### src/rtl/fetch_prefetch_unit_if.sv
// Instruction-memory request/response bus: req/gnt issue handshake and an in-order rvalid return.
interface fetch_prefetch_unit_if #(
  parameter int unsigned XLEN = 32
);
  logic            req;
  logic [XLEN-1:0] addr;
  logic            gnt;
  logic            rvalid;
  logic [31:0]     rdata;

  modport master (
    output req,
    output addr,
    input  gnt,
    input  rvalid,
    input  rdata
  );

  modport slave (
    input  req,
    input  addr,
    output gnt,
    output rvalid,
    output rdata
  );
endinterface

### src/rtl/fetch_prefetch_unit.sv
// Fetch stage with a DEPTH-entry prefetch queue between instruction memory and the IF/ID register.
// At most one memory request is outstanding; a response in flight across a redirect is dropped.
module fetch_prefetch_unit #(
  parameter int unsigned     XLEN      = 32,
  parameter int unsigned     DEPTH     = 4,
  parameter logic [XLEN-1:0] RESET_PC  = '0,
  parameter logic [31:0]     NOP_INSTR = 32'h00000013
) (
  input  logic                  clk,
  input  logic                  rst,
  input  logic                  StallF,
  input  logic                  StallD,
  input  logic                  FlushD,
  input  logic                  PCSrcE,
  input  logic [XLEN-1:0]       PCTargetE,
  fetch_prefetch_unit_if.master imem,
  output logic [31:0]           InstrD,
  output logic [XLEN-1:0]       PCD,
  output logic [XLEN-1:0]       PCPlus4D,
  output logic                  ValidD,
  output logic [XLEN-1:0]       PCF_out
);
  localparam int unsigned PtrW    = $clog2(DEPTH);
  localparam logic [PtrW:0] CntFull = (PtrW + 1)'(DEPTH);

  logic [XLEN-1:0] pcf_q, pcf_d;
  logic [XLEN-1:0] req_pc_q;
  logic            outstanding_q, outstanding_d;
  logic            discard_q, discard_d;
  logic [PtrW-1:0] rd_ptr_q, wr_ptr_q;
  logic [PtrW:0]   count_q, count_d;
  logic [XLEN-1:0] q_pc    [DEPTH];
  logic [31:0]     q_instr [DEPTH];
  logic [31:0]     instr_d_q;
  logic [XLEN-1:0] pc_d_q;
  logic            valid_d_q;
  logic            issue, fire, resp, push, pop, empty;

  always_comb begin
    empty = (count_q == '0);
    // Issue only with nothing outstanding, so a granted request always has a free slot.
    issue = !rst && !StallF && !PCSrcE && !outstanding_q && (count_q < CntFull);
    fire  = issue && imem.gnt;
    resp  = imem.rvalid && outstanding_q;
    push  = resp && !discard_q && !PCSrcE;
    pop   = !PCSrcE && !FlushD && !StallD && !empty;
  end

  always_comb begin
    pcf_d         = pcf_q;
    outstanding_d = outstanding_q;
    discard_d     = discard_q;
    count_d       = count_q;
    if (PCSrcE) begin
      pcf_d = {PCTargetE[XLEN-1:2], 2'b00};
    end else if (fire) begin
      pcf_d = pcf_q + XLEN'(4);
    end
    if (fire) begin
      outstanding_d = 1'b1;
    end else if (resp) begin
      outstanding_d = 1'b0;
    end
    // A redirect with a response still pending marks that response as stale.
    if (resp) begin
      discard_d = 1'b0;
    end else if (PCSrcE && outstanding_q) begin
      discard_d = 1'b1;
    end
    if (PCSrcE) begin
      count_d = '0;
    end else if (push && !pop) begin
      count_d = count_q + (PtrW + 1)'(1);
    end else if (!push && pop) begin
      count_d = count_q - (PtrW + 1)'(1);
    end
  end

  always_ff @(posedge clk) begin
    if (rst) begin
      pcf_q         <= RESET_PC;
      req_pc_q      <= RESET_PC;
      outstanding_q <= 1'b0;
      discard_q     <= 1'b0;
      count_q       <= '0;
      rd_ptr_q      <= '0;
      wr_ptr_q      <= '0;
    end else begin
      pcf_q         <= pcf_d;
      outstanding_q <= outstanding_d;
      discard_q     <= discard_d;
      count_q       <= count_d;
      if (fire) begin
        req_pc_q <= pcf_q;
      end
      if (PCSrcE) begin
        rd_ptr_q <= '0;
        wr_ptr_q <= '0;
      end else begin
        if (push) wr_ptr_q <= wr_ptr_q + PtrW'(1);
        if (pop)  rd_ptr_q <= rd_ptr_q + PtrW'(1);
      end
    end
  end

  always_ff @(posedge clk) begin
    if (push && !rst) begin
      q_pc[wr_ptr_q]    <= req_pc_q;
      q_instr[wr_ptr_q] <= imem.rdata;
    end
  end

  // D loads from the pre-edge queue head, so a same-cycle push into an empty queue is a bubble.
  always_ff @(posedge clk) begin
    if (rst) begin
      instr_d_q <= NOP_INSTR;
      pc_d_q    <= RESET_PC;
      valid_d_q <= 1'b0;
    end else if (PCSrcE || FlushD) begin
      instr_d_q <= NOP_INSTR;
      valid_d_q <= 1'b0;
    end else if (!StallD) begin
      if (!empty) begin
        instr_d_q <= q_instr[rd_ptr_q];
        pc_d_q    <= q_pc[rd_ptr_q];
        valid_d_q <= 1'b1;
      end else begin
        instr_d_q <= NOP_INSTR;
        valid_d_q <= 1'b0;
      end
    end
  end

  assign imem.req  = issue;
  assign imem.addr = pcf_q;
  assign InstrD    = instr_d_q;
  assign PCD       = pc_d_q;
  assign PCPlus4D  = pc_d_q + XLEN'(4);
  assign ValidD    = valid_d_q;
  assign PCF_out   = pcf_q;
endmodule

### src/flat_wrapper.sv
// flat-port wrapper written by rule: the top's interface ports become plain ports
module fetch_prefetch_unit_flat 
#(
  parameter int unsigned     XLEN      = 32,
  parameter int unsigned     DEPTH     = 4,
  parameter logic [XLEN-1:0] RESET_PC  = '0,
  parameter logic [31:0]     NOP_INSTR = 32'h00000013
)
  (clk, rst, StallF, StallD, FlushD, PCSrcE, PCTargetE, InstrD, PCD, PCPlus4D, ValidD, PCF_out, imem_req, imem_addr, imem_gnt, imem_rvalid, imem_rdata);
  fetch_prefetch_unit_if #(.XLEN(XLEN)) imem_i ();
  input  logic clk;
  input  logic rst;
  input  logic StallF;
  input  logic StallD;
  input  logic FlushD;
  input  logic PCSrcE;
  input  logic [XLEN-1:0] PCTargetE;
  output logic [31:0] InstrD;
  output logic [XLEN-1:0] PCD;
  output logic [XLEN-1:0] PCPlus4D;
  output logic ValidD;
  output logic [XLEN-1:0] PCF_out;
  output wire logic [$bits(imem_i.req)-1:0] imem_req;
  output wire logic [$bits(imem_i.addr)-1:0] imem_addr;
  input wire logic [$bits(imem_i.gnt)-1:0] imem_gnt;
  input wire logic [$bits(imem_i.rvalid)-1:0] imem_rvalid;
  input wire logic [$bits(imem_i.rdata)-1:0] imem_rdata;
  assign imem_req = imem_i.req;
  assign imem_addr = imem_i.addr;
  assign imem_i.gnt = imem_gnt;
  assign imem_i.rvalid = imem_rvalid;
  assign imem_i.rdata = imem_rdata;
  fetch_prefetch_unit #(.XLEN(XLEN), .DEPTH(DEPTH), .RESET_PC(RESET_PC), .NOP_INSTR(NOP_INSTR)) u_core (.clk(clk), .rst(rst), .StallF(StallF), .StallD(StallD), .FlushD(FlushD), .PCSrcE(PCSrcE), .PCTargetE(PCTargetE), .imem(imem_i), .InstrD(InstrD), .PCD(PCD), .PCPlus4D(PCPlus4D), .ValidD(ValidD), .PCF_out(PCF_out));
endmodule
### config.mk
export PLATFORM = sky130hd
export DESIGN_NAME = fetch_prefetch_unit_flat
export DESIGN_NICKNAME = d
export VERILOG_FILES = /design/src/rtl/fetch_prefetch_unit_if.sv /design/src/rtl/fetch_prefetch_unit.sv /design/src/flat_wrapper.sv
export SDC_FILE = /design/constraint.sdc
export NUM_CORES = 1
export LEC_CHECK = 0
export CORE_MARGIN = 8
export CORE_UTILIZATION = 49
export CTS_CLUSTER_DIAMETER = 50
export DETAILED_ROUTE_END_ITERATION = 7
export PLACE_DENSITY = 0.82
export SLEW_MARGIN = 0
export SYNTH_ARGS = -nofsm -noshare
export SYNTH_HDL_FRONTEND = slang
export SYNTH_SLANG_ARGS = --single-unit
### constraint.sdc
create_clock -name clk -period 4 [get_ports clk]
set_input_delay 1 -clock clk [delete_from_list [all_inputs] [get_ports clk]]
set_output_delay 1 -clock clk [all_outputs]
set_load 0.02 [all_outputs]
### Word level (Yosys, flattened, before mapping)

Memory sizes are Yosys's and may differ from the RTL's. A register that Yosys moved wholly into a read port is not among the register bits.
Index checks and enable logic that the tools add are counted.

| storage, ports and cells | value |
|---|---|
| bits in registers | 106 |
| bits of input ports | 72 |
| memory bits (writable) | 256 |
| output and inout port bits | 162 |
| word-level logic and storage cells | 68 |
| memories kept | 2 |

Memory list:

| memory | depth | bits a word | rd ports | clocked after Yosys merged registers in | wr ports | RTL line | RTL |
|---|---|---|---|---|---|---|---|
| u_core.q_instr | 4 | 32 | 1 | 1 | 1 | fetch_prefetch_unit.sv:33 | `logic [31:0] q_instr [DEPTH];` |
| u_core.q_pc | 4 | 32 | 1 | 1 | 1 | fetch_prefetch_unit.sv:32 | `logic [XLEN-1:0] q_pc [DEPTH];` |

| cells by class | value |
|---|---|
| bitwise operators | 3 |
| add/subtract/negate cells | 6 |
| $lt $le $gt $ge | 1 |
| multiplexer cells | 12 |
| reduce and logical (&&, ||, !) cells | 34 |

Operators by type and width:

| cell | count |
|---|---|
| 2-to-1 mux 32 bit | 3 |
| adder 32 x 3 -> 32 bit (second input constant) | 2 |
| logical AND 1 bit | 15 |
| zero test 1 bit | 10 |
| 2-to-1 mux 3 bit | 2 |
| nonzero test 2 bit | 3 |
| OR reduction 2 bit | 3 |
| 2-to-1 mux 1 bit | 5 |
| adder 2 x 1 -> 2 bit (second input constant) | 2 |
| 2-to-1 mux 2 bit | 2 |
| adder 3 x 1 -> 3 bit (second input constant) | 1 |
| zero test 3 bit | 1 |
| less-than comparator 3 bit (second input constant) | 1 |
| inverter 1 bit | 3 |
| AND reduction 3 bit | 1 |
| subtractor 3 x 1 -> 3 bit (second input constant) | 1 |
| logical OR 1 bit | 1 |

### Logic depth before layout (Yosys ltp)

| logic depth | value |
|---|---|
| depth after elaboration | 8 |
| depth in mapped cells | 10 |
| mapped depth without buffers | 9 |

### Worst setup path before layout

Ideal clock, no wire load.

| timing | value |
|---|---|
| path type | in2reg |
| start | input PCSrcE |
| end | memory u_core.q_instr[1][0], enable pin |
| data arrival time | 3.268 ns |
| slack | 0.306 ns |
| data required time | 3.574 ns |
| stages | 4 |
| cell sequence | clkbuf_1 > clkbuf_1 > nor4_1 > and2_1 |

| on the way | value |
|---|---|
| cells in the longest elaborated chain, start to end | 5 |

RTL lines:

| what | RTL line | RTL |
|---|---|---|
| from (decl) | flat_wrapper.sv:16 | `input logic PCSrcE;` |
| zero test 1 bit | fetch_prefetch_unit.sv:45 | `push = resp && !discard_q && !PCSrcE;` |
| logical AND 1 bit | fetch_prefetch_unit.sv:45 |  |
| logical AND 1 bit | fetch_prefetch_unit.sv:107 | `if (push && !rst) begin` |
| 2-to-1 mux 1 bit | fetch_prefetch_unit.sv:107 |  |
| 2-to-1 mux 1 bit (not written as such) | fetch_prefetch_unit.sv:109 | `q_instr[wr_ptr_q] <= imem.rdata;` |
| to (decl) | fetch_prefetch_unit.sv:33 |  |

Every way passes these cells.

### Worst setup path in the final report

| timing | value |
|---|---|
| start | register u_core.pc_d_q[15] (netlist: u_core.PCD[15]) (read register of u_core.q_pc) |
| end | output PCPlus4D[25] |

| on the way | value |
|---|---|
| cells in the longest elaborated chain, start to end | 1 |

RTL lines:

| what | RTL line | RTL |
|---|---|---|
| from (decl) | fetch_prefetch_unit.sv:35 | `logic [XLEN-1:0] pc_d_q;` |
| adder 32 x 3 -> 32 bit | fetch_prefetch_unit.sv:138 | `assign PCPlus4D = pc_d_q + XLEN'(4);` |
| to (decl) | flat_wrapper.sv:20 | `output logic [XLEN-1:0] PCPlus4D;` |

Every way passes these cells.

==> results.cfg <==
[status]
status = complete, no violations

[clocking]
clk_latency_ns = 0.52
path_clk_slew_ns = 0.06
cts_tree = yes
cts_root_buf = clkbuf_16
numCtsBuffers = 39
htreeDepth = 2
clockBufferDepth = 3
cts_setup_buffers = 0
cts.sinks = 382

[setup_path]
r2r-start = u_core.PCF_out[2]$_SDFFE_PP0P_
cp_top_family = simple AND/OR/NAND/NOR gates
crit_slowest_cell = clkdlybuf4s50_1
worstSetupEndpoint = PCPlus4D[25]
crit_cells = 7
critical_path_required_ns = 3.00
path_cells = and4_1, nand3_1, nor4_1, buf_4, nand4_1, xnor2_1, clkdlybuf4s50_1
timing.rr.end = u_core.PCF_out[18]$_SDFFE_PP0P_
crit_type = register to output pin
crit_fanout = 7
crit_path_max_incr_delay_ns = 0.63
cp-end-kind = output pin
cp-startpoint = u_core.PCD[15]$_SDFFE_PP0P_
cp_num_buf_inv = 2
r2r_slack_ns = 1.59
cp_data_arrival_time_ns = 2.85
worstRegToRegCells = 6
startpoint_type = register

[detailed_routing]
final_antenna_net_count = 0
dr.pass1.iters = 5
routed_wl_microns = 36300
route.detailed.drc = 0
vias_per_cell = 5.64
drt_iter0_markers = 673
wl_per_cell_microns = 20.9
via_count = 9801

[synth]
syn-cell-area_sq_um = 15200
yosys_most_used_dff = edfxtp_1
postSynth.asyncResetShare = 0
syn_area_per_cell_sq_um = 13.6
synth_edf_count = 248
yosysUniqueCellTypes = 51
synth_warnings = 0
synth_area_leaders = edfxtp_1 49%, dfxtp_1 18%, mux4_2 9.2%
synthesis.instances = 1120
synth_seq_cells = 382
synth.top_cell.area_share = 0.488
synth_top_area_cell = edfxtp_1
seq_area_frac_synth = 0.664

[final_layout]
layout-drive-gt1-share = 0.129
instances_no_fill = 1739
fin_nets = 1393
fillers = 2275
n_antenna_cell = 0
area_delta_synth_final_pct = 24.2

[power_and_ir_drop]
power_uw = 8110
clockPowerShare = 0.436
p_switching_uw = 1670
switching_share = 0.205
p_comb_frac = 0.040
p_leak_uw = 0.00575
p_int_uw = 6450
ir_drop_mv = 0.293
pwr-share-seq = 0.524
p_per_area_nw_per_um2 = 428

[placement]
placed_cells_incl_taps = 1668
gp_congestion = 0.806
portBuffers = 223
dp_hpwl_microns = 23700

[floorplan]
io_pins = 234
dieArea_sq_um = 37000
fp.dieH_microns = 192
core_area_sq_um = 30600
initial_utilization = 0.498
core.rowCount = 64
die_w_microns = 192

[sta]
fin_skew_ns = 0.0254
layout_min_cycle_time_ns = 3.85
finalSetupViolCount = 0
slew_headroom = 0.435
rsz0062_at_grt = no
final_max_slew_viol_count = 0
fin_crit_sh = 0.963
hold_viol_final = 0
fin_setup_tns_ns = 0
fmax_mhz = 260
worst_pin_slew_ns = 0.848

[global_route]
antenna_found_initial = 0
grt_pass1_wl_microns = 56100
overflow = 0
grt_pass1_vias = 10100
grt_max_degree = 73
grt_use_total = 0.192

[worst_hold_path]
min-delay-start = u_core.InstrD[0]$_SDFFE_PP1N_
hold_path_class = register to register

[job]
timing.max_cap.violations = 0
[how the worst min path moves through the flow]
stage / end / cells past startpoint
2_1_floorplan: u_core.q_pc[0][10]$_DFFE_PP_ / 0
3_3_place_gp: u_core.InstrD[1]$_SDFFE_PP1N_ / 2
3_5_place_dp: u_core.InstrD[1]$_SDFFE_PP1N_ / 2
4_1_cts: u_core.req_pc_q[13]$_SDFFE_PP0P_ / 2
5_1_grt: u_core.q_pc[0][27]$_DFFE_PP_ / 0
6_report: u_core.InstrD[0]$_SDFFE_PP1N_ / 2
[metrics by stage]
stage	util	instance area (sq um)	hold slack (ns)	setup slack, ns
after global placement	0.578	17700	0.466	0.559
after global routing	0.619	18900	0.521	0.00961
after CTS	0.619	18900	0.495	0.0285
after detailed placement	0.578	17700	0.471	0.559
final	0.619	18900	0.491	0.148
after floorplan	-	15300	0.460	0.306
[registers in the layout, indices dropped and copies added, names as in the netlist, named ones only]
register,flops
u_core.InstrD,32
u_core.PCD,30
u_core.PCF_out,30
u_core.ValidD,1
u_core.count_q,3
u_core.discard_q,1
u_core.outstanding_q,1
u_core.q_instr,128
u_core.q_pc,120
u_core.rd_ptr_q,2
u_core.req_pc_q,30
u_core.wr_ptr_q,2
[worst register-to-register path: stages (launching register included)]
cell	delay, ns
dfxtp_1	0.55
ha_1	0.26
nand3_1	0.22
nor4_4	0.67
nand2_4	0.12
or3_1	0.36
a31oi_1	0.15
[repair_timing]
item / CTS / global route
endpoints found under the setup margin: 0 / 7
hold buffers: 0 / 0
gates resized for setup: 0 / 4
[cells in the final DEF, fill, tap and decap left out, types with 10 or more instances in the layout]
master,instances
inv_1,13
nand3_1,26
clkbuf_1,10
edfxtp_1,248
nor2_1,58
clkdlybuf4s50_1,221
nor3_1,11
a31oi_1,11
buf_4,27
xnor2_1,28
nand2_1,158
nand4_1,20
a22oi_1,30
xor2_1,13
a21oi_1,85
o21ai_0,14
mux4_2,62
o22ai_1,11
clkbuf_16,39
dfxtp_1,129
[per-layer routing]
metal	vias to the layer above	wire length, microns	global-route usage	share of wire
met5	-	0	0	0
li1	4518	-	-	-
met1	4818	14900	0.251	0.41
met4	0	752	0.0488	0.021
met3	58	2620	0.0332	0.072
met2	407	18000	0.327	0.50
[power by group through the flow]
stage | sequential, uW | combinational [uW] | clock, uW
final | 4250 | 324 | 3530
after global routing | 4250 | 346 | 3760
after CTS | 4250 | 325 | 3590
after detailed placement | 4340 | 323 | 0
after global placement | 4330 | 317 | 0
after floorplan | 4330 | 155 | 0
[cell usage after synthesis (all sizes together), types with 3 or more instances]
cell	number
edfxtp	248
nand2	159
dfxtp	134
a21oi	85
mux4	62
buf	60
nor2	59
clkbuf	45
a22oi	30
xnor2	28
nand3	27
nand4	21
o21ai	14
inv	13
xor2	13
nor3	12
a31oi	11
o22ai	11
and3	10
nor4	10
nor3b	8
and2	7
ha	7
or3	7
and4	5
mux2i	5
nand2b	3
nor2b	3
or2	3
[cells by family (layout without fill, tap and decap cells)]
family,after synthesis,after routing,synth area share
DFF,382,382,0.664
and+or+nand+nor,338,338,0.106
AOI/OAI and AO/OA,164,164,0.0636
buffers and inverters,118,334,0.0392
muxes,68,68,0.0956
xor gates and xnor gates,41,41,0.0236
adders and majority gates,8,8,0.00706
other,1,8,0.000246
[layout make-up]
class,count,area (sq um),area share
repair buffers,250,2420,0.128
multi-input cells,627,4570,0.241
flip-flops and latches,382,10100,0.535
clock inverters,21,235,0.0124
inverters,13,48.8,0.00258
clock buffers,50,1030,0.0542
well taps,396,495,0.0262
Note: power is estimated with default switching activity, not from simulation.
